<file path="src/rtl/tdm_mux_8_1.sv">
// ---------------------------------------------------------------------------
// tdm_mux_8_1
//   Time-division 8:1 multiplexer, the transmit end of a 1:8 demux link.
//   One load handshake captures eight channel words. They are then sent on a
//   single lane, channel 0 first, with each channel holding the lane for
//   SLOT_CYCLES enabled clock cycles. Select_Out drives the far-end demux
//   select. Frame_Start_Out and Frame_Done_Out mark the frame boundaries.
//   A new frame can be accepted in the last cycle of the current frame, so
//   back-to-back frames leave no gap on the lane.
//
// Ports
//   Clock_In         in   1             rising-edge clock
//   Reset_n_In       in   1             asynchronous reset, active-low
//   Enable_In        in   1             0 = pause (counters and state hold)
//   Load_Valid_In    in   1             Channel_Data_In holds a frame
//   Load_Ready_Out   out  1             a frame is accepted this cycle if valid
//   Channel_Data_In  in   8*DATA_WIDTH  ch k = [k*DATA_WIDTH +: DATA_WIDTH]
//   MUX_Data_Out     out  DATA_WIDTH    current channel word
//   Select_Out       out  3             channel index on MUX_Data_Out
//   Data_Valid_Out   out  1             MUX_Data_Out/Select_Out valid
//   Frame_Start_Out  out  1             first cycle of slot 0
//   Frame_Done_Out   out  1             last cycle of slot 7
// ---------------------------------------------------------------------------
module tdm_mux_8_1 #(
    parameter int DATA_WIDTH  = 1,
    parameter int SLOT_CYCLES = 1
) (
    input  logic                    Clock_In,
    input  logic                    Reset_n_In,
    input  logic                    Enable_In,
    input  logic                    Load_Valid_In,
    output logic                    Load_Ready_Out,
    input  logic [8*DATA_WIDTH-1:0] Channel_Data_In,
    output logic [DATA_WIDTH-1:0]   MUX_Data_Out,
    output logic [2:0]              Select_Out,
    output logic                    Data_Valid_Out,
    output logic                    Frame_Start_Out,
    output logic                    Frame_Done_Out
);

    localparam int CYC_W = (SLOT_CYCLES > 1) ? $clog2(SLOT_CYCLES) : 1;
    localparam logic [CYC_W-1:0] CYC_LAST = CYC_W'(SLOT_CYCLES - 1);

    typedef enum logic {
        IDLE = 1'b0,
        SEND = 1'b1
    } state_t;

    state_t                  r_state;
    logic [8*DATA_WIDTH-1:0] r_buffer;
    logic [2:0]              r_slot;
    logic [CYC_W-1:0]        r_cyc;
    logic [DATA_WIDTH-1:0]   r_mux_data;
    logic [2:0]              r_select;

    logic                    w_slot_end;
    logic                    w_last;
    logic                    w_accept;
    logic [2:0]              w_slot_inc;
    logic [DATA_WIDTH-1:0]   w_next_word;

    // Handshake and frame markers are decoded straight from the registered
    // state so they line up with the cycle they describe.
    assign w_slot_end  = (r_cyc == CYC_LAST);
    assign w_last      = Enable_In && (r_state == SEND) && (r_slot == 3'd7) && w_slot_end;
    assign w_accept    = Load_Valid_In && Load_Ready_Out;
    assign w_slot_inc  = r_slot + 3'd1;
    assign w_next_word = r_buffer[32'(w_slot_inc) * DATA_WIDTH +: DATA_WIDTH];

    assign Load_Ready_Out  = Enable_In && ((r_state == IDLE) || w_last);
    assign Frame_Start_Out = Enable_In && (r_state == SEND) && (r_slot == 3'd0)
                             && (r_cyc == '0);
    assign Frame_Done_Out  = w_last;

    // Valid is gated by Enable_In so it drops in the paused cycle itself,
    // together with the frame markers; the data and select registers hold.
    assign Data_Valid_Out  = Enable_In && (r_state == SEND);
    assign MUX_Data_Out    = r_mux_data;
    assign Select_Out      = r_select;

    // NOTE: all state here uses non-blocking assignments so every register
    // samples the pre-edge values; blocking would make the order of the
    // statements change the hardware.
    // NOTE: the frame buffer is reset too, because a cleared buffer is part
    // of the defined reset state rather than a don't-care storage array.
    always_ff @(posedge Clock_In or negedge Reset_n_In) begin
        if (!Reset_n_In) begin
            r_state    <= IDLE;
            r_buffer   <= '0;
            r_slot     <= 3'd0;
            r_cyc      <= '0;
            r_mux_data <= '0;
            r_select   <= 3'd0;
        end else if (Enable_In) begin
            if (w_accept) begin
                // Covers both the IDLE load and the gapless reload in the
                // last cycle of a frame.
                r_state    <= SEND;
                r_buffer   <= Channel_Data_In;
                r_slot     <= 3'd0;
                r_cyc      <= '0;
                r_mux_data <= Channel_Data_In[DATA_WIDTH-1:0];
                r_select   <= 3'd0;
            end else begin
                case (r_state)
                    IDLE: begin
                        r_mux_data <= '0;
                        r_select   <= 3'd0;
                    end
                    SEND: begin
                        if (w_last) begin
                            r_state    <= IDLE;
                            r_slot     <= 3'd0;
                            r_cyc      <= '0;
                            r_mux_data <= '0;
                            r_select   <= 3'd0;
                        end else if (w_slot_end) begin
                            r_cyc      <= '0;
                            r_slot     <= w_slot_inc;
                            r_mux_data <= w_next_word;
                            r_select   <= w_slot_inc;
                        end else begin
                            r_cyc      <= r_cyc + 1'b1;
                        end
                    end
                    default: begin
                        r_state <= IDLE;
                    end
                endcase
            end
        end
    end

endmodule

</file>
<file path="config.mk">
export PLATFORM = sky130hd
export DESIGN_NAME = tdm_mux_8_1
export DESIGN_NICKNAME = d
export VERILOG_FILES = /design/src/rtl/tdm_mux_8_1.sv
export SDC_FILE = /design/constraint.sdc
export NUM_CORES = 1
export LEC_CHECK = 0
export BUFFER_PORTS_ARGS = -buffer_cell sky130_fd_sc_hd__buf_2
export CAP_MARGIN = 20
export CORE_MARGIN = 2
export CORE_UTILIZATION = 44
export DETAILED_ROUTE_END_ITERATION = 12
export PLACE_DENSITY = 0.68
export SLEW_MARGIN = 20
export SYNTH_ARGS = -nofsm -noshare
export SYNTH_HDL_FRONTEND = slang
export SYNTH_SLANG_ARGS = --single-unit
</file>
<file path="constraint.sdc">
create_clock -name Clock_In -period 2.3 [get_ports Clock_In]
set_clock_uncertainty 0.05 [all_clocks]
set_input_delay 0.46 -clock Clock_In [delete_from_list [all_inputs] [get_ports Clock_In]]
set_output_delay 0.46 -clock Clock_In [all_outputs]
set_load 0.02 [all_outputs]
</file>
* After elaboration in Yosys (flattened, before gate mapping)
Cells that the tools add are included.
** Cells by class
- Equal/unequal tests :: 3
- Multipliers :: 0
- Bitwise logic cells :: 2
- Shift-type cells :: 1
- Order comparisons :: 0
- Add/sub/neg operators :: 2
- Reduce and logical (&&, ||, !) cells :: 14
- Multiplexer cells :: 17
- Divide/modulo/power cells :: 0
** Operator list (number)
- 3-bit 2-to-1 mux :: 5
- 1-bit 2-to-1 mux :: 10
- 8-bit by 4-bit indexed part select with 1-bit output :: 1
- 1-bit logical AND :: 7
- 3-bit one-hot mux with 2 select lines :: 1
- 2-bit AND reduction :: 3
- 4-bit by 2-bit != test with 1-bit output, second input constant :: 1
- 3-bit by 1-bit adder with 3-bit output, second input constant :: 1
- 3-bit == test, second input constant :: 1
- 3-bit zero test :: 1
- 3-bit by 1-bit != test with 1-bit output, second input constant :: 1
- 3-bit AND reduction :: 1
- 1-bit NOT :: 2
- 1-bit one-hot mux with 2 select lines :: 1
- 2-bit nonzero test :: 1
- 1-bit adder, second input constant :: 1
- 1-bit logical OR :: 1
** Storage, ports and cells
- Memories :: 0
- Memory bits (writable) :: 0
- Bits of input ports :: 12
- Register bits after elaboration :: 17
- ROM bits :: 0
- Latch bits :: 0
- Word-level logic and storage cells :: 45

* Depth between registers and ports, before layout
Gate-level depths: netlist of run 1.
- Depth in word-level cells :: 8
- Mapped depth :: 7

* Worst setup path before layout of run 1
Ideal clock, no wire load.
- Path kind :: reg-to-output
- From :: register r_slot[0]
- To :: output port Load_Ready_Out
- Required time :: 1.790 ns
- Setup slack :: 0.489 ns
- Arrival time :: 1.301 ns
- Path buffers :: 0
- Cell stages (with the launch flop) :: 5
- Cells stage by stage :: dfrtp_1 -> ha_1 -> ha_1 -> and2b_4 -> and2b_2
** On the way
- Longest elaborated chain between the ends :: 5
** RTL lines
- from (decl) :: RTL line 51 : logic [2:0] r_slot;
- from (signal assigned) :: RTL line 119 : r_slot <= w_slot_inc;
- 3-bit == test :: RTL line 65 : assign w_last = Enable_In && (r_state == SEND) && (r_slot == 3'd7) && w_slot_end;
- 1-bit logical AND (2 in a row) :: RTL line 65
- 1-bit logical OR :: RTL line 70 : assign Load_Ready_Out = Enable_In && ((r_state == IDLE) || w_last);
- 1-bit logical AND :: RTL line 70
- to (decl) :: RTL line 32 : output logic Load_Ready_Out,
No other way between the ends.

* Worst setup path after layout of run 1
- From :: register r_slot[1]
- To :: output port Load_Ready_Out
Same word-level chain as after synthesis.

==> flow_metrics.py, run 1 <==
metrics = {
    "setup_path": {
        "end_kind": "output pin",
        "worstPathRequired_ns": 1.79,
        "arrival_ns": 1.69,
        "critPathLaunchType": "register",
        "crit-reg2reg-launch": "r_slot[1]$_DFFE_PN0P_",
        "timing.reg2reg.setup_slack_ns": 0.56,
        "crit-reg2reg-capture": "r_buffer[7]$_DFFE_PN0P_",
        "worstSetupPathType": "reg2out",
        "r2r_cells": 6,
        "crit_path_max_fanout": 3,
    },
    "cells_and_area": {
        "antenna_cells": 0,
        "finalNetCount": 110,
        "area_delta_synth_final_pct": 21.3,
        "stdcell_count": 119,
        "drive_above_1_share_pct": 40.4,
    },
    "global_routing": {
        "grt_usage_pct": 16.2,
        "overflow": 0,
        "grt_max_degree": 17,
        "grt_pass1_wl_mm": 2.45,
        "use_met3_pct": 2.31,
        "grt_pass1_vias": 539,
        "top_usage_layer": "met2",
        "use_met1_pct": 22.6,
        "antenna_found_initial": 0,
        "grt_util_met2_pct": 24.7,
    },
    "timing": {
        "post-route-min-period_ns": 2.20,
        "tns_ns": 0,
        "report.final.hold_viol_count": 0,
        "rsz0062_at_grt": "no",
        "slew_headroom_pct": 77.3,
        "slew_violations": 0,
        "setup_viol": 0,
        "fin_crit_sh_pct": 95.8,
        "max_freq_mhz": 454,
        "worst_pin_slew_ns": 0.340,
        "fin_hold_ws_ns": 0.00480,
    },
    "route": {
        "routed_wirelength_mm": 1.43,
        "routedWlPerCell_um": 12.0,
        "drt-initial-drc-count": 8,
        "viasPerCell": 4.91,
        "first_pass_iters": 4,
        "num_vias": 584,
        "ant_nets": 0,
        "drc_errors": 0,
    },
    "logic_synthesis": {
        "synth_common_cells": "dfrtp_1 (16), nand2_1 (10), mux2_4 (7)",
        "synthCells": 70,
        "avgSynthCellArea_um2": 11.6,
        "synth_fp_nets": 85,
        "async_reset_ff_share_pct": 100,
        "yosys_warnings": 0,
        "synth_most_common_cell": "dfrtp_1",
        "netlist_area_um2": 812,
        "synth_area_leaders": "dfrtp_1 (49%), mux2_4 (13%), mux2i_1 (4.9%), ha_1 (4.6%), nand2_1 (4.6%)",
        "ys_seq_area_share_pct": 49.3,
        "ys_ff_latch": 16,
        "synth_top_cell_area_share_pct": 49.3,
        "synth.largest_area_cell": "dfrtp_1",
        "ys.flop_type": "dfrtp_1",
        "synth_edf_count": 0,
        "synth_cell_type_count": 23,
    },
    "cts": {
        "clock-sinks": 16,
        "cts.hold.buffers_added": 0,
        "clk_latency_ns": 0.29,
        "h-tree-depth": 1,
        "cts_resized": 0,
        "root_buffer": "clkbuf_4",
        "cts_made_buffers": 3,
        "cts_tree": "yes",
        "clkTransAtPathRegs_ns": 0.09,
        "cts_buffer_depth": 2,
    },
    "die": {
        "die_x_um": 47.0,
        "start_util_pct": 47.0,
        "core_um2": 1730,
        "rows": 15,
        "io-pin-count": 20,
        "die_y_um": 47.0,
        "die_area_um2": 2210,
    },
    "placement": {
        "place_inst": 113,
        "dpl.hpwl_mm": 1.10,
        "io_buffer_count": 19,
        "gp_congestion": 0.739,
    },
    "hold_path": {
        "worstHoldPathType": "in2async",
    },
    "power_and_ir_drop": {
        "power_density_nw_per_um2": 1280,
        "ir_worst_vdd_mv": 0.567,
        "p_leak_nw": 0.533,
    },
    "flow_run": {
        "drv_cap": 0,
    },
    "outcome": {
        "status": "completed",
    },
}
[layout by cell type (no fill, tap or decap), types with 2 or more instances in the layout]
cell,count
clkbuf_4,3
mux2_4,7
buf_2,19
buf_4,3
dfrtp_1,16
nand3b_1,2
nand2_1,10
ha_1,3
o21ai_0,5
mux2i_1,4
nand3_1,3
inv_1,6
[per-layer routing]
layer / share of wire [%] / vias to the layer above / routed length (µm)
li1: - / 288 / -
met1: 46 / 272 / 661
met2: 48 / 20 / 684
met3: 3.8 / 4 / 54
met4: 2.0 / 0 / 29
met5: 0 / - / 0
[sequential cells by signal (all words and copies together), names as in the netlist]
signal and count:
r_state 1, Select_Out 3, r_buffer 8, r_slot 3
MUX_Data_Out 1
[critical path, cell delays in order (launching register included)]
cell     delay (ns)
dfrtp_1        0.41
ha_1           0.19
ha_1           0.20
and2b_4        0.26
and2b_2        0.20
buf_2          0.15
[how the worst max path moves through the flow]
stage | cells after the start | slack (ns) | from | endpoint
2_1_floorplan | 4 | 0.49 | r_slot[0]$_DFFE_PN0P_ | Load_Ready_Out
3_3_place_gp | 5 | 0.37 | r_slot[0]$_DFFE_PN0P_ | Load_Ready_Out
3_5_place_dp | 5 | 0.34 | r_slot[1]$_DFFE_PN0P_ | Load_Ready_Out
4_1_cts | 5 | 0.01 | r_slot[0]$_DFFE_PN0P_ | Load_Ready_Out
5_1_grt | 5 | 0.02 | r_slot[0]$_DFFE_PN0P_ | Load_Ready_Out
6_report | 5 | 0.1 | r_slot[1]$_DFFE_PN0P_ | Load_Ready_Out
[cells by family (layout without fill, tap and decap cells)]
kind of cell / count (synthesis) / in the layout / synth area share, %
fa+ha+maj: 3 / 3 / 4.62
compound gates: 8 / 8 / 6.01
buf+inv: 8 / 32 / 4.31
mux: 11 / 11 / 17.9
simple gates: 24 / 24 / 17.9
flops: 16 / 16 / 49.3
[through the flow]
stage	area [µm²]	util (%)	setup WS, ns	power (mW)
2_1_floorplan	812	-	0.489	0.923
3_3_place_gp	933	54.1	0.369	1.05
3_5_place_dp	933	54.1	0.343	1.07
4_1_cts	970	56.2	0.0137	1.26
5_1_grt	985	57.0	0.0158	1.37
6_report	985	57.0	0.0974	1.26
[what timing repair did]
| action | 4_1_cts | 5_1_grt |
|---|---|---|
| buffers inserted | 0 | 2 |
| setup endpoints to repair | 0 | 1 |
| endpoints found under the hold margin | 0 | 0 |
[power by group]
| group | switching [mW] | internal (mW) | total (mW) |
|---|---|---|---|
| Clock | 0.0913 | 0.0965 | 0.188 |
| Sequential | 0.0724 | 0.410 | 0.482 |
| Combinational | 0.295 | 0.299 | 0.593 |
[cell type report]
type                       instances  area (µm²)
inverter                           6        22.5
fill                             158         742
sequential                        16         400
timing repair buffer              22         118
clock buffer                       4        36.3
multi-input combinational         46         377
tap                               25        31.3
Note: power is estimated with default switching activity, not from simulation.
==> run 2, diff against run 1 <==
--- a/config.mk
+++ b/config.mk
@@ -6,11 +6,10 @@
 export NUM_CORES = 1
 export LEC_CHECK = 0
 export BUFFER_PORTS_ARGS = -buffer_cell sky130_fd_sc_hd__buf_2
-export CAP_MARGIN = 20
+export CAP_MARGIN = 0
 export CORE_MARGIN = 2
-export CORE_UTILIZATION = 44
+export CORE_UTILIZATION = 25
 export DETAILED_ROUTE_END_ITERATION = 12
-export PLACE_DENSITY = 0.68
 export SLEW_MARGIN = 20
 export SYNTH_ARGS = -nofsm -noshare
 export SYNTH_HDL_FRONTEND = slang
==> run 2 against run 1 <==
Combinational power is 2% lower; via count stayed put; count of clock-buffer cells in the layout stayed put; setup slack worse by 0.0048 ns; largest cell class unchanged.
==> flow_metrics.py, run 2 (synthesis gave the netlist of run 1 again) <==
metrics = {
    "outcome": {
        "status": "completed",
    },
    "cts": {
        "cts_made_buffers": 3,
        "cts_buffer_depth": 2,
        "root_buffer": "clkbuf_4",
        "clk_latency_ns": 0.29,
        "h-tree-depth": 1,
        "clkTransAtPathRegs_ns": 0.10,
        "cts_tree": "yes",
        "clock-sinks": 16,
        "cts.hold.buffers_added": 0,
        "postCtsSetupRepairBufs": 0,
        "cts_resized": 0,
    },
    "die": {
        "rows": 20,
        "core_um2": 3080,
        "die_area_um2": 3720,
        "io-pin-count": 20,
        "die_x_um": 61.0,
        "die_y_um": 61.0,
        "start_util_pct": 26.4,
    },
    "cells_and_area": {
        "stdcell_count": 138,
        "n_fill_cell": 323,
        "drive_above_1_share_pct": 40.4,
        "final_cell_mix": "buf_2 (19), dfrtp_1 (16), nand2_1 (10)",
        "top_register": "r_buffer",
        "antenna_cells": 0,
        "final_common_cell": "buf_2",
        "finalNetCount": 110,
        "fin_util_pct": 32.8,
        "area_delta_synth_final_pct": 24.2,
        "largest_register_ffs": 8,
    },
    "global_routing": {
        "grt_usage_pct": 9.41,
        "overflow": 0,
        "grt_pass1_wl_mm": 2.53,
        "antenna_found_initial": 0,
        "grt_max_degree": 17,
        "grt_pass1_vias": 594,
    },
    "timing": {
        "worst_pin_slew_ns": 0.362,
        "fin_hold_ws_ns": 0.0132,
        "report.final.hold_viol_count": 0,
        "fin_crit_sh_pct": 96.0,
        "max_freq_mhz": 453,
        "slew_headroom_pct": 75.9,
        "slew_violations": 0,
        "tns_ns": 0,
        "setup_viol": 0,
        "post-route-min-period_ns": 2.21,
        "rsz0062_at_grt": "no",
    },
    "route": {
        "drt-initial-drc-count": 12,
        "ant_nets": 0,
        "first_pass_iters": 4,
        "routed_wirelength_mm": 1.53,
        "num_vias": 584,
        "drc_errors": 0,
        "routedWlPerCell_um": 11.1,
        "viasPerCell": 4.23,
    },
    "setup_path": {
        "crit_top_cell": "ha_1",
        "critical_path.cell_chain": "ha_1, ha_1, and2b_4, and2b_2, buf_2",
        "end_kind": "output pin",
        "critPathLaunchType": "register",
        "worstSetupPathType": "reg2out",
        "critPathMaxStageDelay_ns": 0.39,
        "worstPathRequired_ns": 1.79,
        "worst_path_dominant_cell_family": "simple AND/OR/NAND/NOR gates",
        "path_buf_inv": 1,
        "crit_path_max_fanout": 5,
        "worst_path_max_delay_cell": "dfrtp_1",
        "arrival_ns": 1.70,
    },
    "power_and_ir_drop": {
        "switching_share_pct": 36.0,
        "p_switching_uw": 452,
        "intPower_uw": 805,
        "power_density_nw_per_um2": 1250,
        "p_leak_nw": 0.533,
        "p_total_mw": 1.26,
        "ir_worst_vdd_mv": 0.373,
        "combPwrFrac_pct": 46.4,
        "seqPwrFrac_pct": 38.7,
        "pwr-share-clk_pct": 14.9,
    },
    "flow_run": {
        "drv_cap": 0,
    },
    "placement": {
        "io_buffer_count": 19,
        "gp_congestion": 0.733,
        "place_inst": 132,
        "dpl.hpwl_mm": 1.18,
    },
    "hold_path": {
        "worstHoldPathType": "in2async",
    },
}
[run 2: area by class of cell]
cell class,instances,area [µm²],area share [%]
flip-flops and latches,16,400,39.7
clock buffers,4,36.3,3.60
inverters,6,22.5,2.23
well taps,44,55.1,5.46
multi-input cells,46,377,37.3
repair buffers,22,118,11.7
[run 2: per-layer routing]
metal | global-route usage, % | vias up | routed length [µm] | part of all wire [%]
li1 | - | 288 | - | -
met1 | 12.0 | 277 | 683 | 45
met2 | 15.1 | 16 | 736 | 48
met3 | 2.13 | 3 | 75 | 4.9
met4 | 4.66 | 0 | 30 | 2.0
met5 | 0 | - | 0 | 0
[run 2: per-stage QoR]
step | area, µm² | setup slack [ns]
2_1_floorplan | 812 | 0.489
3_3_place_gp | 957 | 0.360
3_5_place_dp | 957 | 0.346
4_1_cts | 993 | 0.0114
5_1_grt | 1010 | 0.0148
6_report | 1010 | 0.0926
[run 2: final timing paths]
path / end / cells after the start / slack, ns / startpoint
setup / recovery: Load_Ready_Out / 5 / 0.09 / r_slot[0]$_DFFE_PN0P_
hold reg to reg: r_slot[1]$_DFFE_PN0P_ / 2 / 0.47 / r_slot[1]$_DFFE_PN0P_
setup reg to reg: r_buffer[7]$_DFFE_PN0P_ / 6 / 0.59 / r_slot[1]$_DFFE_PN0P_
hold / removal: r_buffer[5]$_DFFE_PN0P_ / 1 / 0.01 / Reset_n_In
min in group Clock_In: r_buffer[5]$_DFFE_PN0P_ / 2 / 0.35 / Channel_Data_In[5]
max in group asynchronous: r_buffer[2]$_DFFE_PN0P_ / 1 / 1.92 / Reset_n_In
[run 2: power by group through the flow]
stage	clock (mW)	combinational, mW	sequential (mW)
finish	0.187	0.583	0.487
global route	0.206	0.659	0.506
CTS	0.195	0.579	0.489
detailed placement	0	0.577	0.495
global placement	0	0.570	0.485
floorplan	0	0.411	0.512
